## config.mk

```make
export PLATFORM = sky130hd
export DESIGN_NAME = change_payout_ctrl
export DESIGN_NICKNAME = d
export VERILOG_FILES = /design/src/rtl/vend_pkg.sv /design/src/rtl/change_denom_pick.sv /design/src/rtl/change_payout_ctrl.sv
export SDC_FILE = /design/constraint.sdc
export NUM_CORES = 1
export LEC_CHECK = 0
export ABC_AREA = 1
export CAP_MARGIN = 20
export CORE_UTILIZATION = 60
export CTS_BUF_LIST = sky130_fd_sc_hd__clkbuf_16
export DETAILED_ROUTE_END_ITERATION = 8
export DONT_BUFFER_PORTS = 1
export PLACE_DENSITY_LB_ADDON = 0.3
export SYNTH_ARGS = -nofsm -noshare
export SYNTH_HDL_FRONTEND = slang
export SYNTH_SLANG_ARGS = --single-unit
```

## constraint.sdc

```tcl
create_clock -name clk -period 4.25 [get_ports clk]
set_clock_uncertainty 0.1 [all_clocks]
set_input_delay 1.0625 -clock clk [delete_from_list [all_inputs] [get_ports clk]]
set_output_delay 1.0625 -clock clk [all_outputs]
set_load 0.02 [all_outputs]
```

## src/rtl/vend_pkg.sv

```systemverilog
// Shared definitions for the coin payout controller: denomination indices,
// the value table and the controller state encoding.
package vend_pkg;

  localparam int unsigned NUM_DENOM = 5;

  typedef enum logic [2:0] {
    D5   = 3'd0,
    D10  = 3'd1,
    D20  = 3'd2,
    D50  = 3'd3,
    D100 = 3'd4
  } denom_e;

  typedef enum logic [2:0] {
    ST_IDLE,
    ST_SELECT,
    ST_EJECT,
    ST_DONE,
    ST_FAULT
  } state_e;

  localparam logic [7:0] DENOM_VALUE [NUM_DENOM] = '{8'd5, 8'd10, 8'd20, 8'd50, 8'd100};

  function automatic logic [7:0] denom_value(input denom_e d);
    logic [7:0] v;
    case (d)
      D5:      v = DENOM_VALUE[0];
      D10:     v = DENOM_VALUE[1];
      D20:     v = DENOM_VALUE[2];
      D50:     v = DENOM_VALUE[3];
      D100:    v = DENOM_VALUE[4];
      default: v = '0;
    endcase
    return v;
  endfunction

endpackage

```

## src/rtl/change_denom_pick.sv

```systemverilog
// Picks the largest denomination that still fits the remaining amount and has stock.
module change_denom_pick
  import vend_pkg::*;
(
  input  logic [7:0]           remaining_i,
  input  logic [NUM_DENOM-1:0] nonzero_i,
  output logic                 found_o,
  output denom_e               idx_o
);

  // Ascending scan; the last qualifying entry is the largest denomination.
  always_comb begin
    found_o = 1'b0;
    idx_o   = D5;
    for (int unsigned i = 0; i < NUM_DENOM; i++) begin
      if (nonzero_i[i] && (denom_value(denom_e'(i[2:0])) <= remaining_i)) begin
        found_o = 1'b1;
        idx_o   = denom_e'(i[2:0]);
      end
    end
  end

endmodule

```

## src/rtl/change_payout_ctrl.sv

```systemverilog
// Coin payout controller: greedy change dispensing from five hoppers with
// per-coin eject handshake, ack timeout fault and shortfall reporting.
module change_payout_ctrl
  import vend_pkg::*;
#(
  parameter int unsigned ACK_TIMEOUT = 255
) (
  input  logic       clk,
  input  logic       reset_n,
  input  logic       req_valid,
  input  logic [7:0] req_amount,
  output logic       req_ready,
  input  logic       stock_load,
  input  logic [2:0] stock_sel,
  input  logic [3:0] stock_qty,
  output logic       eject_req,
  output logic [2:0] eject_sel,
  input  logic       eject_ack,
  output logic       busy,
  output logic       done,
  output logic [7:0] shortfall,
  output logic       fault,
  input  logic       fault_clr,
  output logic [4:0] stock_empty
);

  localparam logic [7:0] TIMER_LAST = 8'(ACK_TIMEOUT - 1);

  state_e     state_q, state_d;
  logic [7:0] remaining_q, remaining_d;
  logic [7:0] timer_q, timer_d;
  denom_e     sel_q, sel_d;
  logic [7:0] shortfall_q, shortfall_d;
  logic       ready_q;
  logic [3:0] stock_q [NUM_DENOM];
  logic [3:0] stock_d [NUM_DENOM];

  logic                 pick_found;
  denom_e               pick_idx;
  logic [NUM_DENOM-1:0] nonzero;

  always_comb begin
    for (int unsigned i = 0; i < NUM_DENOM; i++) begin
      nonzero[i]     = (stock_q[i] != '0);
      stock_empty[i] = (stock_q[i] == '0);
    end
  end

  change_denom_pick u_pick (
    .remaining_i (remaining_q),
    .nonzero_i   (nonzero),
    .found_o     (pick_found),
    .idx_o       (pick_idx)
  );

  always_comb begin
    state_d     = state_q;
    remaining_d = remaining_q;
    timer_d     = timer_q;
    sel_d       = sel_q;
    shortfall_d = shortfall_q;
    stock_d     = stock_q;

    case (state_q)
      ST_IDLE: begin
        if (stock_load && (stock_sel < 3'(NUM_DENOM))) begin
          stock_d[stock_sel] = stock_qty;
        end
        if (req_valid && ready_q) begin
          remaining_d = req_amount;
          shortfall_d = '0;
          state_d     = ST_SELECT;
        end
      end
      ST_SELECT: begin
        if (pick_found) begin
          sel_d   = pick_idx;
          timer_d = '0;
          state_d = ST_EJECT;
        end else begin
          shortfall_d = remaining_q;
          state_d     = ST_DONE;
        end
      end
      ST_EJECT: begin
        // Ack is checked first so it wins over a same-cycle timeout.
        if (eject_ack) begin
          remaining_d = remaining_q - denom_value(sel_q);
          if (stock_q[sel_q] != '0) begin
            stock_d[sel_q] = stock_q[sel_q] - 4'd1;
          end
          state_d = ST_SELECT;
        end else if (timer_q == TIMER_LAST) begin
          state_d = ST_FAULT;
        end else begin
          timer_d = timer_q + 8'd1;
        end
      end
      ST_DONE: begin
        state_d = ST_IDLE;
      end
      ST_FAULT: begin
        if (fault_clr) begin
          shortfall_d = remaining_q;
          state_d     = ST_DONE;
        end
      end
      default: begin
        state_d = ST_IDLE;
      end
    endcase
  end

  // ready is registered from the next state so it stays low through reset
  // and rises on the first clock after release.
  always_ff @(posedge clk or negedge reset_n) begin
    if (!reset_n) begin
      state_q     <= ST_IDLE;
      remaining_q <= '0;
      timer_q     <= '0;
      sel_q       <= D5;
      shortfall_q <= '0;
      ready_q     <= 1'b0;
      for (int unsigned i = 0; i < NUM_DENOM; i++) begin
        stock_q[i] <= '0;
      end
    end else begin
      state_q     <= state_d;
      remaining_q <= remaining_d;
      timer_q     <= timer_d;
      sel_q       <= sel_d;
      shortfall_q <= shortfall_d;
      ready_q     <= (state_d == ST_IDLE);
      for (int unsigned i = 0; i < NUM_DENOM; i++) begin
        stock_q[i] <= stock_d[i];
      end
    end
  end

  assign req_ready = ready_q;
  assign eject_req = (state_q == ST_EJECT);
  assign eject_sel = sel_q;
  assign busy      = (state_q != ST_IDLE);
  assign done      = (state_q == ST_DONE);
  assign fault     = (state_q == ST_FAULT);
  assign shortfall = shortfall_q;

endmodule

```

Word-level counts from Yosys, hierarchy flattened
Cells that the tools add are included.
Widths: inputs -> output; s select.
- latch bits: 0
- input port bits: 21
- word-level logic and storage cells: 118
- bits in registers: 51
- memories: 0
- bits in read-only memories: 0
- output and inout bits: 21
- memory bits (writable): 0
- equal/unequal tests: 18
- bitwise gates (word level): 2
- magnitude comparators: 10
- divide/modulo/power cells: 0
- reductions and logical operators: 32
- multiplexer cells: 42
- multipliers: 0
- add/sub/neg operators: 3
- shifts and indexed selects: 0
- operators with widths (kind ; number):
    $mux 8 ; 10
    $mux 20 ; 3
    $bwmux 20 ; 2
    $pmux 20 s2 ; 1
    $pmux 7 s5 ; 1
    $pmux 8 s2 ; 2
    $demux 4 s3 ; 2
    $pmux 8 s3 ; 1
    $reduce_bool 4->1 ; 6
    $logic_not 4->1 ; 5
    $mux 4 ; 4
    $mux 3 ; 5
    $bmux 4 s3 ; 1
    $eq 3x2->1 const B ; 4
    $ne 2x2->1 const B ; 6
    $pmux 3 s4 ; 1
    $reduce_and 4->1 ; 3
    $logic_and 1x1->1 ; 9
    $logic_not 3->1 ; 3
    $add 8x1->8 const B ; 1
    $eq 8x8->1 const B ; 1
    $ge 4x4->1 const B ; 2
    $le 3x8->1 const A ; 1
    $le 4x8->1 const A ; 1
    17 further kinds ; 32

Logic depth before layout (Yosys ltp)
- depth after elaboration: 10
- mapped depth: 15

Cells and area by module
A second synthesis with hierarchy kept.
- cell total of the unflattened synthesis: 521
- area total of the unflattened synthesis: 3529.6 um^2
- modules (own cells, without submodules) (module ; area an instance (um^2) ; instances ; cells each ; seq. area each (um^2)):
    change_payout_ctrl ; 3348.2 ; 1 ; 475 ; 1276.2
    change_denom_pick ; 181.4 ; 1 ; 46 ; 0.0

Worst setup path before layout
Ideal clock, no wire load.
- kind: register to output
- start: register state_q[2]
- end: output port eject_req
- path slack: 1.910 ns
- stages on the path, launching flop included: 6
- data required time: 3.088 ns
- arrival: 1.177 ns
- cells stage by stage: dfrtp_1 -> nor2_4 -> nand2_4 -> inv_2 -> buf_4 -> buf_2
- longest elaborated chain between the ends: 1
- ends and longest elaborated chain (what ; line ; RTL):
    start: declaration ; change_payout_ctrl.sv:29 ; state_e state_q, state_d;
    start signal: assignment ; change_payout_ctrl.sv:128 ; state_q <= state_d;
    $eq 3x2->1 ; change_payout_ctrl.sv:141 ; assign eject_req = (state_q == ST_EJECT);
    end: declaration ; change_payout_ctrl.sv:16 ; output logic eject_req,
No other way between the ends.

Worst setup path after layout
- start: register sel_q[0], in the netlist eject_sel[0]
- end: register remaining_q[6]
- longest elaborated chain between the ends: 7
- ends and longest elaborated chain (what ; line ; RTL):
    start: declaration ; change_payout_ctrl.sv:32 ; denom_e sel_q, sel_d;
    start signal: assignment ; change_payout_ctrl.sv:131 ; sel_q <= sel_d;
    $eq 3x3->1 (tied with other cells) ; vend_pkg.sv:27 ; case (d)
    $pmux 7 s5 (*) ; vend_pkg.sv:27 ;
    $mux 8 (*) ; change_payout_ctrl.sv:87 ; if (eject_ack) begin
    $mux 8 (*) ; change_payout_ctrl.sv:64 ; case (state_q)
    $sub 8x8->8 (*) ; change_payout_ctrl.sv:88 ; remaining_d = remaining_q - denom_value(sel_q);
    $mux 8 (*) ; change_payout_ctrl.sv:87 ;
    $pmux 8 s2 (*) ; change_payout_ctrl.sv:64 ;
    end signal: assignment ; change_payout_ctrl.sv:129 ; remaining_q <= remaining_d;
    end: declaration ; change_payout_ctrl.sv:30 ; logic [7:0] remaining_q, remaining_d;
Every way passes the cells marked *; elsewhere a longest branch is shown, timed or not. The select of a mux whose other input is x is not followed.
A chain may end at the register's enable or synchronous reset.

==> results.py <==
metrics = {
    "global_route": {
        "antenna_found_initial": 0,
        "gr-total-overflow": 0,
        "grt_pass1_wl_um": 14700,
        "grt_use_total": 0.289,
        "grt_pass1_vias": 3093,
        "grt_max_degree": 52,
    },
    "clocking": {
        "clock-sinks": 51,
        "cts_resized": 0,
        "cts_made_buffers": 5,
        "cts.clk_slew.worst_paths_ns": 0.07,
        "root_buffer": "clkbuf_16",
        "insertion_delay_ns": 0.29,
        "cts_tree": "done",
        "cts_max_level": 2,
        "cts_buffer_depth": 2,
        "cts_setup_buffers": 0,
        "cts_hold_buffers": 0,
    },
    "sta": {
        "maxSlewViolCount": 0,
        "hold_violations": 0,
        "setup_violations": 0,
        "fin_setup_tns_ns": 0,
        "slew_headroom": 0.437,
        "worst_pin_slew_ns": 0.839,
        "timing.final.crit_share": 0.683,
        "fin_ws_ns": 1.35,
        "max_freq_mhz": 344,
        "rsz0062_at_grt": "no",
        "fin_crit_ns": 2.90,
    },
    "critical_path": {
        "crit_type": "reg -> reg",
        "critical_path_arrival_ns": 3.03,
        "cp-end-kind": "register",
        "worstPathMaxFanout": 19,
        "critical_path_required_ns": 4.38,
        "worstSetupStartpointType": "register",
    },
    "logic_synthesis": {
        "synth_largest_area_cell": "dfrtp_1",
        "synth_area_leaders": "dfrtp_1 34%, nand2_1 16%, inv_1 7.5%",
        "synth_top_area_frac": 0.336,
        "synth-seq-area-share": 0.336,
        "avgSynthCellArea_um2": 6.86,
        "synth_area_um2": 3800,
        "ys_warn_count": 0,
        "synth_cell_type_count": 38,
        "syn_inst": 554,
        "synth_fp_nets": 587,
        "ys_seq_elements": 51,
    },
    "power_and_ir_drop": {
        "irDropWorstVdd_mv": 0.492,
        "p_clk_frac": 0.124,
        "pwr-share-comb": 0.580,
        "p_int_mw": 1.47,
        "power.share.sequential": 0.296,
        "power_density_nw_per_um2": 802,
        "p_leak_nw": 2.13,
        "p_sw_mw": 1.72,
        "total_power_mw": 3.19,
        "switching_share": 0.539,
    },
    "run": {
        "maxCapViolCount": 0,
    },
    "drt": {
        "drc": 0,
        "wl_per_cell_um": 14.7,
        "routed_wl_um": 9210,
        "drt_pass1_iterations": 5,
        "vias": 3650,
        "postRouteAntennaNets": 0,
        "viasPerCell": 5.81,
        "drt_iter0_drc": 320,
    },
    "placed_design": {
        "place_area_um2": 3830,
        "portBuffers": 0,
        "place.gp.congestion": 1.01,
        "pre_cts_ws_ns": 1.42,
        "dp_hpwl_um": 6890,
    },
    "min_path": {
        "hold_class": "in -> async",
    },
    "final_layout": {
        "area_growth_pct": 4.58,
        "drive_above_1_share": 0.0778,
        "nets": 585,
        "postLayoutCellArea_um2": 3980,
        "antenna_cells": 0,
        "fin_util": 0.660,
    },
    "floorplanning": {
        "coreArea_um2": 6030,
        "rows": 28,
        "die_h_um": 81.6,
        "fp.dieArea_um2": 6660,
        "start_util": 0.631,
        "ios": 42,
        "die_width_um": 81.6,
    },
    "outcome": {
        "outcome": "completed",
    },
}
[placed cells by master (no fill, tap or decap), types with 3 or more instances in the layout]
cell / count
clkbuf_16: 5
nand3_4: 5
a31oi_1: 3
nor2_2: 3
o21ai_1: 17
a32oi_1: 3
o211ai_1: 5
inv_1: 77
inv_2: 6
o21ai_0: 14
o22ai_1: 4
nand4_1: 12
nand2_1: 160
nand2_2: 3
o21bai_1: 3
nand3_1: 41
nand3_2: 3
ha_1: 11
nor2_4: 5
nor2_1: 69
a21oi_1: 20
nand2_4: 3
xor2_1: 5
dfrtp_1: 51
nor3_1: 9
[critical path, cell delays in order, from the launching register on]
cell	delay, ns
dfrtp_1	0.83
inv_2	0.22
nor2_1	0.26
inv_1	0.11
nor2_2	0.13
nor2_1	0.06
ha_1	0.38
nand2_1	0.08
or2_2	0.30
nand3_1	0.09
a21oi_1	0.07
o21ai_0	0.08
nand2_1	0.06
o21ai_1	0.06
[kinds of logic (layout without fill, tap and decap cells)]
group	Yosys count	in the layout	synth area share
simple gates	320	320	0.397
buf+inv	91	90	0.0971
xor+xnor	5	5	0.0115
fa+ha+maj	12	12	0.0415
flops	51	51	0.336
compound gates	75	75	0.117
[Yosys cell counts (all sizes together)]
master,number
o21a,1
fa,1
nand4,12
nand2,167
a21o,2
o21ai,31
nand3,49
o22ai,4
nor3,11
o211ai,6
buf,9
o21bai,3
a32oi,3
nand3b,1
inv,82
a31oi,3
ha,11
a21oi,21
nor2,78
or2,2
xor2,5
dfrtp,51
a22oi,1
[stage by stage]
| step | instances | hold slack, ns |
|---|---|---|
| 2_1_floorplan | 554 | 0.358 |
| 6_report | 628 | 0.356 |
| 4_1_cts | 628 | 0.354 |
| 3_3_place_gp | 620 | 0.379 |
| 3_5_place_dp | 620 | 0.383 |
| 5_1_grt | 628 | 0.347 |
[power groups by stage]
stage | Combinational (mW) | Clock (mW) | Sequential, mW
finish | 1.85 | 0.396 | 0.943
global route | 2.06 | 0.421 | 0.967
CTS | 1.83 | 0.403 | 0.938
detailed placement | 1.82 | 0 | 0.946
global placement | 1.78 | 0 | 0.941
floorplan | 1.55 | 0 | 0.857
[state kept, by name, indices dropped and copies added (netlist names)]
register / count
timer_q: 8
shortfall: 8
eject_sel: 3
remaining_q: 8
state_q: 3
req_ready: 1
stock_q: 20
[final timing paths]
path	start	to	cells past startpoint	slack (ns)
setup / recovery	eject_sel[0]$_DFFE_PN0N_	remaining_q[6]$_DFFE_PN0P_	13	1.35
hold / removal	reset_n	remaining_q[4]$_DFFE_PN0P_	0	0.36
setup reg to reg	eject_sel[0]$_DFFE_PN0N_	remaining_q[6]$_DFFE_PN0P_	13	1.35
hold reg to reg	timer_q[4]$_DFFE_PN0P_	timer_q[4]$_DFFE_PN0P_	2	0.40
max in group asynchronous	reset_n	timer_q[1]$_DFFE_PN0P_	0	3.61
min in group clk	timer_q[4]$_DFFE_PN0P_	timer_q[4]$_DFFE_PN0P_	2	0.40
[cell type report]
cell class / instances / area [um2]
flip-flops and latches: 51 / 1280
inverters: 82 / 308
clock inverters: 3 / 16.3
fillers: 547 / 2050
well taps: 75 / 93.8
clock buffers: 5 / 125
multi-input cells: 412 / 2160
[routing by layer]
metal / wire length (um) / GRT usage / part of all wire / vias to the layer above
li1: - / - / - / 1779
met1: 4060 / 0.383 / 0.44 / 1697
met2: 4380 / 0.487 / 0.47 / 162
met3: 643 / 0.0456 / 0.070 / 12
met4: 134 / 0.0772 / 0.015 / 0
met5: 0 / 0 / 0 / -
Power figures use the tool's default switching activity.
